**config.mk**
```make
export PLATFORM = sky130hd
export DESIGN_NAME = gate_arbiter
export DESIGN_NICKNAME = d
export VERILOG_FILES = /design/src/rtl/gate_pkg.sv /design/src/rtl/gate_unit.sv /design/src/rtl/gate_arbiter.sv
export SDC_FILE = /design/constraint.sdc
export NUM_CORES = 1
export LEC_CHECK = 0
export BUFFER_PORTS_ARGS = -buffer_cell sky130_fd_sc_hd__buf_2
export CAP_MARGIN = 20
export CELL_PAD_IN_SITES_DETAIL_PLACEMENT = 1
export CELL_PAD_IN_SITES_GLOBAL_PLACEMENT = 1
export CORE_UTILIZATION = 23
export DETAILED_ROUTE_END_ITERATION = 6
export GPL_TIMING_DRIVEN = 0
export PLACE_DENSITY_LB_ADDON = 0.1
export REMOVE_ABC_BUFFERS = 1
export SLEW_MARGIN = 10
export SYNTH_ARGS = -nofsm -noshare
export SYNTH_HDL_FRONTEND = slang
export SYNTH_SLANG_ARGS = --single-unit
export TNS_END_PERCENT = 50
```
**constraint.sdc**
```tcl
create_clock -name clk -period 1.6 [get_ports clk]
set_input_delay 0.24 -clock clk [delete_from_list [all_inputs] [get_ports clk]]
set_output_delay 0.24 -clock clk [all_outputs]
set_load 0.05 [all_outputs]
```
**src/rtl/gate_pkg.sv**
```systemverilog
// Shared definitions for the gate arbiter: opcode encoding and FSM states.
package gate_pkg;

  localparam logic [1:0] OP_NAND = 2'b00;
  localparam logic [1:0] OP_NOR  = 2'b01;
  localparam logic [1:0] OP_AND  = 2'b10;
  localparam logic [1:0] OP_XOR  = 2'b11;

  typedef enum logic [1:0] {
    S_IDLE = 2'd0,
    S_EXEC = 2'd1,
    S_DONE = 2'd2
  } state_t;

endpackage

```
**src/rtl/gate_unit.sv**
```systemverilog
// Shared bitwise logic unit: NAND / NOR / AND / XOR at full width, no carry.
module gate_unit
  import gate_pkg::*;
#(
  parameter int WIDTH = 8
) (
  input  logic [1:0]       op,
  input  logic [WIDTH-1:0] a,
  input  logic [WIDTH-1:0] b,
  output logic [WIDTH-1:0] y
);

  // Select the bitwise function named by the opcode.
  always_comb begin
    y = '0;
    case (op)
      OP_NAND: y = ~(a & b);
      OP_NOR:  y = ~(a | b);
      OP_AND:  y = a & b;
      OP_XOR:  y = a ^ b;
      default: y = '0;
    endcase
  end

endmodule

```
**src/rtl/gate_arbiter.sv**
```systemverilog
// Round-robin arbiter that shares a single gate_unit among N_REQ requesters.
//
// state  | meaning
// -------+-------------------------------------------------------------
// IDLE   | no transaction; pick a requester round-robin from ptr
// EXEC   | grant held, shared unit evaluates latched operands
// DONE   | done pulse to the granted requester, result on y_out
module gate_arbiter
  import gate_pkg::*;
#(
  parameter int N_REQ = 4,
  parameter int WIDTH = 8
) (
  input  logic                   clk,
  input  logic                   rst,
  input  logic [N_REQ-1:0]       req,
  input  logic [N_REQ*WIDTH-1:0] a_in,
  input  logic [N_REQ*WIDTH-1:0] b_in,
  input  logic [N_REQ*2-1:0]     op_in,
  output logic [N_REQ-1:0]       gnt,
  output logic [WIDTH-1:0]       y_out,
  output logic [N_REQ-1:0]       done,
  output logic                   busy
);

  localparam int PW = $clog2(N_REQ);

  state_t           state;
  logic [PW-1:0]    ptr;
  logic [PW-1:0]    w_r;
  logic [PW-1:0]    w_sel;
  logic             found;
  logic [WIDTH-1:0] a_r;
  logic [WIDTH-1:0] b_r;
  logic [1:0]       op_r;
  logic [WIDTH-1:0] y_unit;

  // Scan two laps of candidates so that starting at ptr and wrapping past
  // the top index is just a contiguous walk; the first set request wins.
  always_comb begin
    found = 1'b0;
    w_sel = '0;
    for (int i = 0; i < 2 * N_REQ; i++) begin
      if (!found && (i >= int'(ptr)) && req[i % N_REQ]) begin
        found = 1'b1;
        w_sel = PW'(i % N_REQ);
      end
    end
  end

  gate_unit #(
    .WIDTH(WIDTH)
  ) u_gate_unit (
    .op(op_r),
    .a (a_r),
    .b (b_r),
    .y (y_unit)
  );

  assign busy = (state != S_IDLE);

  // Sequencer: arbitrate and latch in IDLE, capture result in EXEC, release in DONE.
  always_ff @(posedge clk) begin
    if (rst) begin
      state <= S_IDLE;
      ptr   <= '0;
      w_r   <= '0;
      gnt   <= '0;
      done  <= '0;
      y_out <= '0;
      a_r   <= '0;
      b_r   <= '0;
      op_r  <= '0;
    end else begin
      case (state)
        S_IDLE: begin
          if (|req) begin
            state <= S_EXEC;
            w_r   <= w_sel;
            gnt   <= N_REQ'(1) << w_sel;
            a_r   <= a_in[int'(w_sel)*WIDTH +: WIDTH];
            b_r   <= b_in[int'(w_sel)*WIDTH +: WIDTH];
            op_r  <= op_in[int'(w_sel)*2 +: 2];
          end
        end
        S_EXEC: begin
          y_out <= y_unit;
          done  <= gnt;
          state <= S_DONE;
        end
        S_DONE: begin
          gnt   <= '0;
          done  <= '0;
          ptr   <= (w_r == PW'(N_REQ - 1)) ? '0 : w_r + 1'b1;
          state <= S_IDLE;
        end
        default: begin
          state <= S_IDLE;
          gnt   <= '0;
          done  <= '0;
        end
      endcase
    end
  end

endmodule
```
After elaboration in Yosys (flattened, before gate mapping)
Cells that the tools add are included.

word-level totals
  register bits = 40
  latch bits = 0
  memory bits (writable) = 0
  memory bits (read-only) = 0
  bits of input ports = 78
  logic and storage cells = 74
  memories kept = 0

operators by class
  $add $sub $neg = 1
  multiply operators = 0
  div/mod/pow operators = 0
  $lt $le $gt $ge = 3
  equal/unequal tests = 7
  shift operators = 4
  muxes and demuxes = 21
  bitwise operators = 6
  reduce and logical (&&, ||, !) cells = 23

operators with widths
  kind                   number
  $shiftx A32 B6 Y8      2
  $pmux W8 S4            1
  $mux W2                8
  $not A8 Y8             2
  $pmux W4 S2            2
  $logic_and A1 B1 Y1    10
  $and A8 B8 Y8          1
  $eq A2 B2 Y1 const B   4
  $mux W1                8
  $or A8 B8 Y8           1
  $shiftx A8 B4 Y2       1
  $xor A8 B8 Y8          1
  $logic_not A1 Y1       7
  $eq A2 B1 Y1 const B   2
  $ge A1 B2 Y1 const A   2
  $logic_not A2 Y1       2
  $mux W4                1
  $pmux W2 S2            1
  $reduce_and A2 Y1      2
  $reduce_or A4 Y1       1
  $shl A1 B2 Y4 const A  1
  $add A2 B1 Y2 const B  1
  $ge A2 B2 Y1 const A   1
  $ne A2 B2 Y1 const B   1
  2 further kinds        2

Depth between registers and ports, before layout
  depth in word-level cells = 29
  gate-level depth with buffers = 7
  mapped depth without buffers = 5

Hierarchy
From an unflattened synthesis, not the netlist that was laid out.

second synthesis, totals
  cell total of the unflattened synthesis = 296
  area, all modules = 2,718.9 um^2

by module, submodules not included
  module        instances  cells an instance  area an instance (um^2)  seq. area each (um^2)
  gate_arbiter  1          237                2,192.1                  800.8
  gate_unit     1          59                 526.8                    0.0

Least setup slack after synthesis
Ideal clock, no wire load.

  path kind = register to register
  from = register state[0]
  to = register b_r[0]
  setup time = 125 ps
  data arrival time = 1,480 ps
  data required time = 1,475 ps
  setup slack = -5 ps
  cell stages (with the launch flop) = 8
  period minus slack after synthesis = 1,605 ps
  path through = dfxtp_1 -> buf_6 -> or2_4 -> or2_1 -> buf_6 -> buf_6 -> a211oi_2 -> a31oi_1

between the ends
  word-level cells in the longest chain between the ends = 2

RTL lines
  element                             RTL line            source
  from (decl)                         gate_arbiter.sv:28  state_t state;
  from (signal assigned)              gate_arbiter.sv:65  state <= S_IDLE;
  from (signal assigned)              gate_arbiter.sv:78  state <= S_EXEC;
  from (signal assigned)              gate_arbiter.sv:89  state <= S_DONE;
  $logic_not A2 Y1                    gate_arbiter.sv:75  case (state)
  $reduce_and A2 Y1 (no source line)  --
  to (signal assigned)                gate_arbiter.sv:82  b_r <= b_in[int'(w_sel)*WIDTH +: WIDTH];
  to (decl)                           gate_arbiter.sv:34  logic [WIDTH-1:0] b_r;

Every way passes these cells.
A chain may end at the register's enable or synchronous reset.

Worst setup path after layout
  from = register state[1]
  to = register op_r[1]

between the ends
  word-level cells in the longest chain between the ends = 2

RTL lines
  element                             RTL line            source
  $logic_not A2 Y1                    gate_arbiter.sv:75
  $reduce_and A2 Y1 (no source line)  --
  to (signal assigned)                gate_arbiter.sv:83  op_r <= op_in[int'(w_sel)*2 +: 2];
  to (decl)                           gate_arbiter.sv:35  logic [1:0] op_r;

Every way passes these cells.

==> metrics <==
Critical R2R Launch=state[1]; Post-route DRC=0; clock-pin slew of the registers on the worst-case setup and hold paths=0.06 ns; antenna viol nets, final=0; port bufs=94; largest net degree at the start of global routing=38; CP max stage cell=dfxtp_4; Worst-Margin Slew=0.883 ns; layout cells sized above 1=35.9%; clock sinks=40; RSZ-0062 raised after global routing=true; leakage power=around 0.0017 µW; post-layout util=30.3%; Mean Syn Cell Area=8.30 µm²; Worst Setup Start Kind=flop; Slew HR=41.1%; CP endpoint kind=flop; FMAX=between 600 and 700 MHz; worst min path class=in -> reg; TritonCTS Buffers=5; vias in the first global route=3,097; async set-reset flop share out of synthesis=0%; global placement routability congestion=0.719; Crit path largest cell delay=0.38 ns; Multi-input gate area=1980 µm²; maxcap violations=0; Period minus WS final=1.57 ns; GRT overflow=0; Synth-to-Final Area Change=27.4%; Setup crit end=op_r[1]; EDFF count, synth=0; Setup TNS=0 ns; Synth Register Bits=40; first-pass GRT wire length=17,500 µm; fin crit share=a little over nine tenths; chip width=116 µm; synth warn=0; hpwl dp=7220 µm; Most common cell on crit path=or2_4; setup violators final=0; Final #Nets=529; die height=116 µm; crit-path cells=or2_4, or2_4, buf_12, a211oi_4, a31oi_1; Std-Cell Rows=~40; Crit path required time=1.76 ns; io pins=95; worst-case clock buffer depth=2; Critical Path Fanout Max=29; Vias=2,981; Critical Path Start=state[1]; # diodes=0; worst hold stages=3; Crit Path Category=reg -> reg; R2R depth=5; RR Endpoint=op_r[1]; P per Cell Area=921 nW/µm²; Worst Path Arrival=1.73 ns; hold_buf cts=0; DR pass1 iterations=4; Max VDD drop=approximately 360 µV; antenna violations before repair=0; Synth cell types=43; final hold vios=0; DRT iter0 DRCs=around 160; Vias/cell=4.91; filler cell count=1,541; max-slew violations=0; WL per Instance=18.8 µm; Post-Syn Area=3010 µm²; core area=between 10,000 and 15,000 µm²; status=finished clean; total track usage=between 15 and 20%; sequential area share after synthesis=26.6%; r2r setup slk=0.03 ns; register area=~800 µm²; Worst-Skew Late Latency=0.29 ns; Final Routed Wirelength=11,400 µm; die area=13,600 µm²; Synth Instances=about 360; Clock Tree Root=clkbuf_16; clk_skew=~0.0076 ns; Initial Util=23.8%; Synth Flop Type=dfxtp_1; TritonCTS clock tree=yes; H-tree depth=2
## worst min-delay path by stage
stage | to | slack, ns | from
CTS | op_r[1] | 0.22 | op_in[1]
detailed placement | w_r[0] | 0.48 | w_r[0]
global placement | w_r[0] | 0.47 | w_r[0]
floorplan | w_r[1] | 0.30 | rst
finish | op_r[1] | 0.22 | op_in[1]
global route | a_r[5] | 0.23 | a_in[5]
## metal layers
layer	wire length, µm	share of wire (%)	vias up	GRT usage [%]
li1	-	-	1460	-
met1	5390	47	1446	23.2
met2	5430	48	70	30.3
met3	526	4.6	5	2.23
met4	76	0.67	0	3.33
met5	0	0	-	0
## final cells by class
type / count / area share (%)
Clock inverter: 3 / 1.11
Tap cell: 172 / 5.61
Inverter: 19 / 1.92
Clock buffer: 5 / 3.26
Timing Repair Buffer: 102 / 15.2
Sequential cell: 40 / 21.2
Multi-Input combinational cell: 266 / 51.7
## critical path, delay by kind of cell (launching register included)
family	cells	cell delay [ns]
simple gates	2	0.51
flops	1	0.38
compound gates	2	0.36
buf+inv	1	0.18
## logic make-up (layout without fill, tap and decap cells)
group                      after synthesis  after routing  synth area share, %
AOI/OAI and AO/OA                      127            127                 32.4
and+or+nand+nor                        101            101                 17.1
buffers and inverters                   57            129                 9.89
DFF                                     40             40                 26.6
adders and majority gates               17             17                 7.06
muxes                                   13             13                 4.65
xor gates and xnor gates                 8              8                 2.33
## synth_stat cells, types with 7 or more instances
cell / n / share of area [%]
ha_1: 17 / 7.1
a21o_1: 17 / 4.2
buf_2: 10 / 1.7
buf_6: 8 / 3.0
o21ai_0: 20 / 3.3
mux2_2: 7 / 2.6
dfxtp_1: 40 / 27
clkbuf_1: 17 / 2.1
nand2_1: 22 / 2.7
a211oi_2: 18 / 7.5
nor2_1: 23 / 2.9
a31oi_1: 18 / 3.7
a211oi_1: 27 / 6.7
a21oi_1: 12 / 2.0
xor2_1: 8 / 2.3
nand3_1: 18 / 3.0
and3_1: 19 / 3.9
inv_1: 18 / 2.2
## report_power, final
group / internal, µW / switching, µW / leakage, µW
sequential: 1100 / 114 / 0.000332
clock: 733 / 423 / 0.0000798
combinational: 472 / 687 / 0.00129
total: 2310 / 1220 / 0.00170
## placed cells by master (no fill, tap or decap), types with 18 or more instances in the layout
| master | n |
|---|---|
| a211oi_1 | 27 |
| a31oi_1 | 18 |
| and3_1 | 18 |
| buf_2 | 91 |
| dfxtp_1 | 36 |
| inv_1 | 18 |
| nand2_1 | 22 |
| nand3_1 | 18 |
| nor2_1 | 23 |
| o21ai_0 | 20 |
## sequential cells by signal, indices dropped and copies added (netlist names)
| signal | cells |
|---|---|
| gnt | 4 |
| w_r | 2 |
| op_r | 2 |
| b_r | 8 |
| ptr | 2 |
| a_r | 8 |
| y_out | 8 |
| state | 2 |
| done | 4 |
## timing repair
item / CTS / global route
endpoints found under the hold margin: 0 / 0
pin swaps: 3 / 2
endpoints found under the setup margin: 32 / 14
resized for setup: 20 / 4
buffers inserted: 4 / 0
## metrics by stage
stage	hold WS (ns)	total power, µW	area, µm²	setup slack (ns)	std cells
after global placement	0.471	2330	3470	-1.37	591
after global routing	0.227	3740	3840	-0.0210	607
after CTS	0.216	3590	3820	0.000187	607
after detailed placement	0.482	2360	3550	-0.931	595
after floorplan	0.302	1920	2790	-0.566	325
final	0.222	3530	3840	0.0321	607
Note: power is estimated with default switching activity, not from simulation.
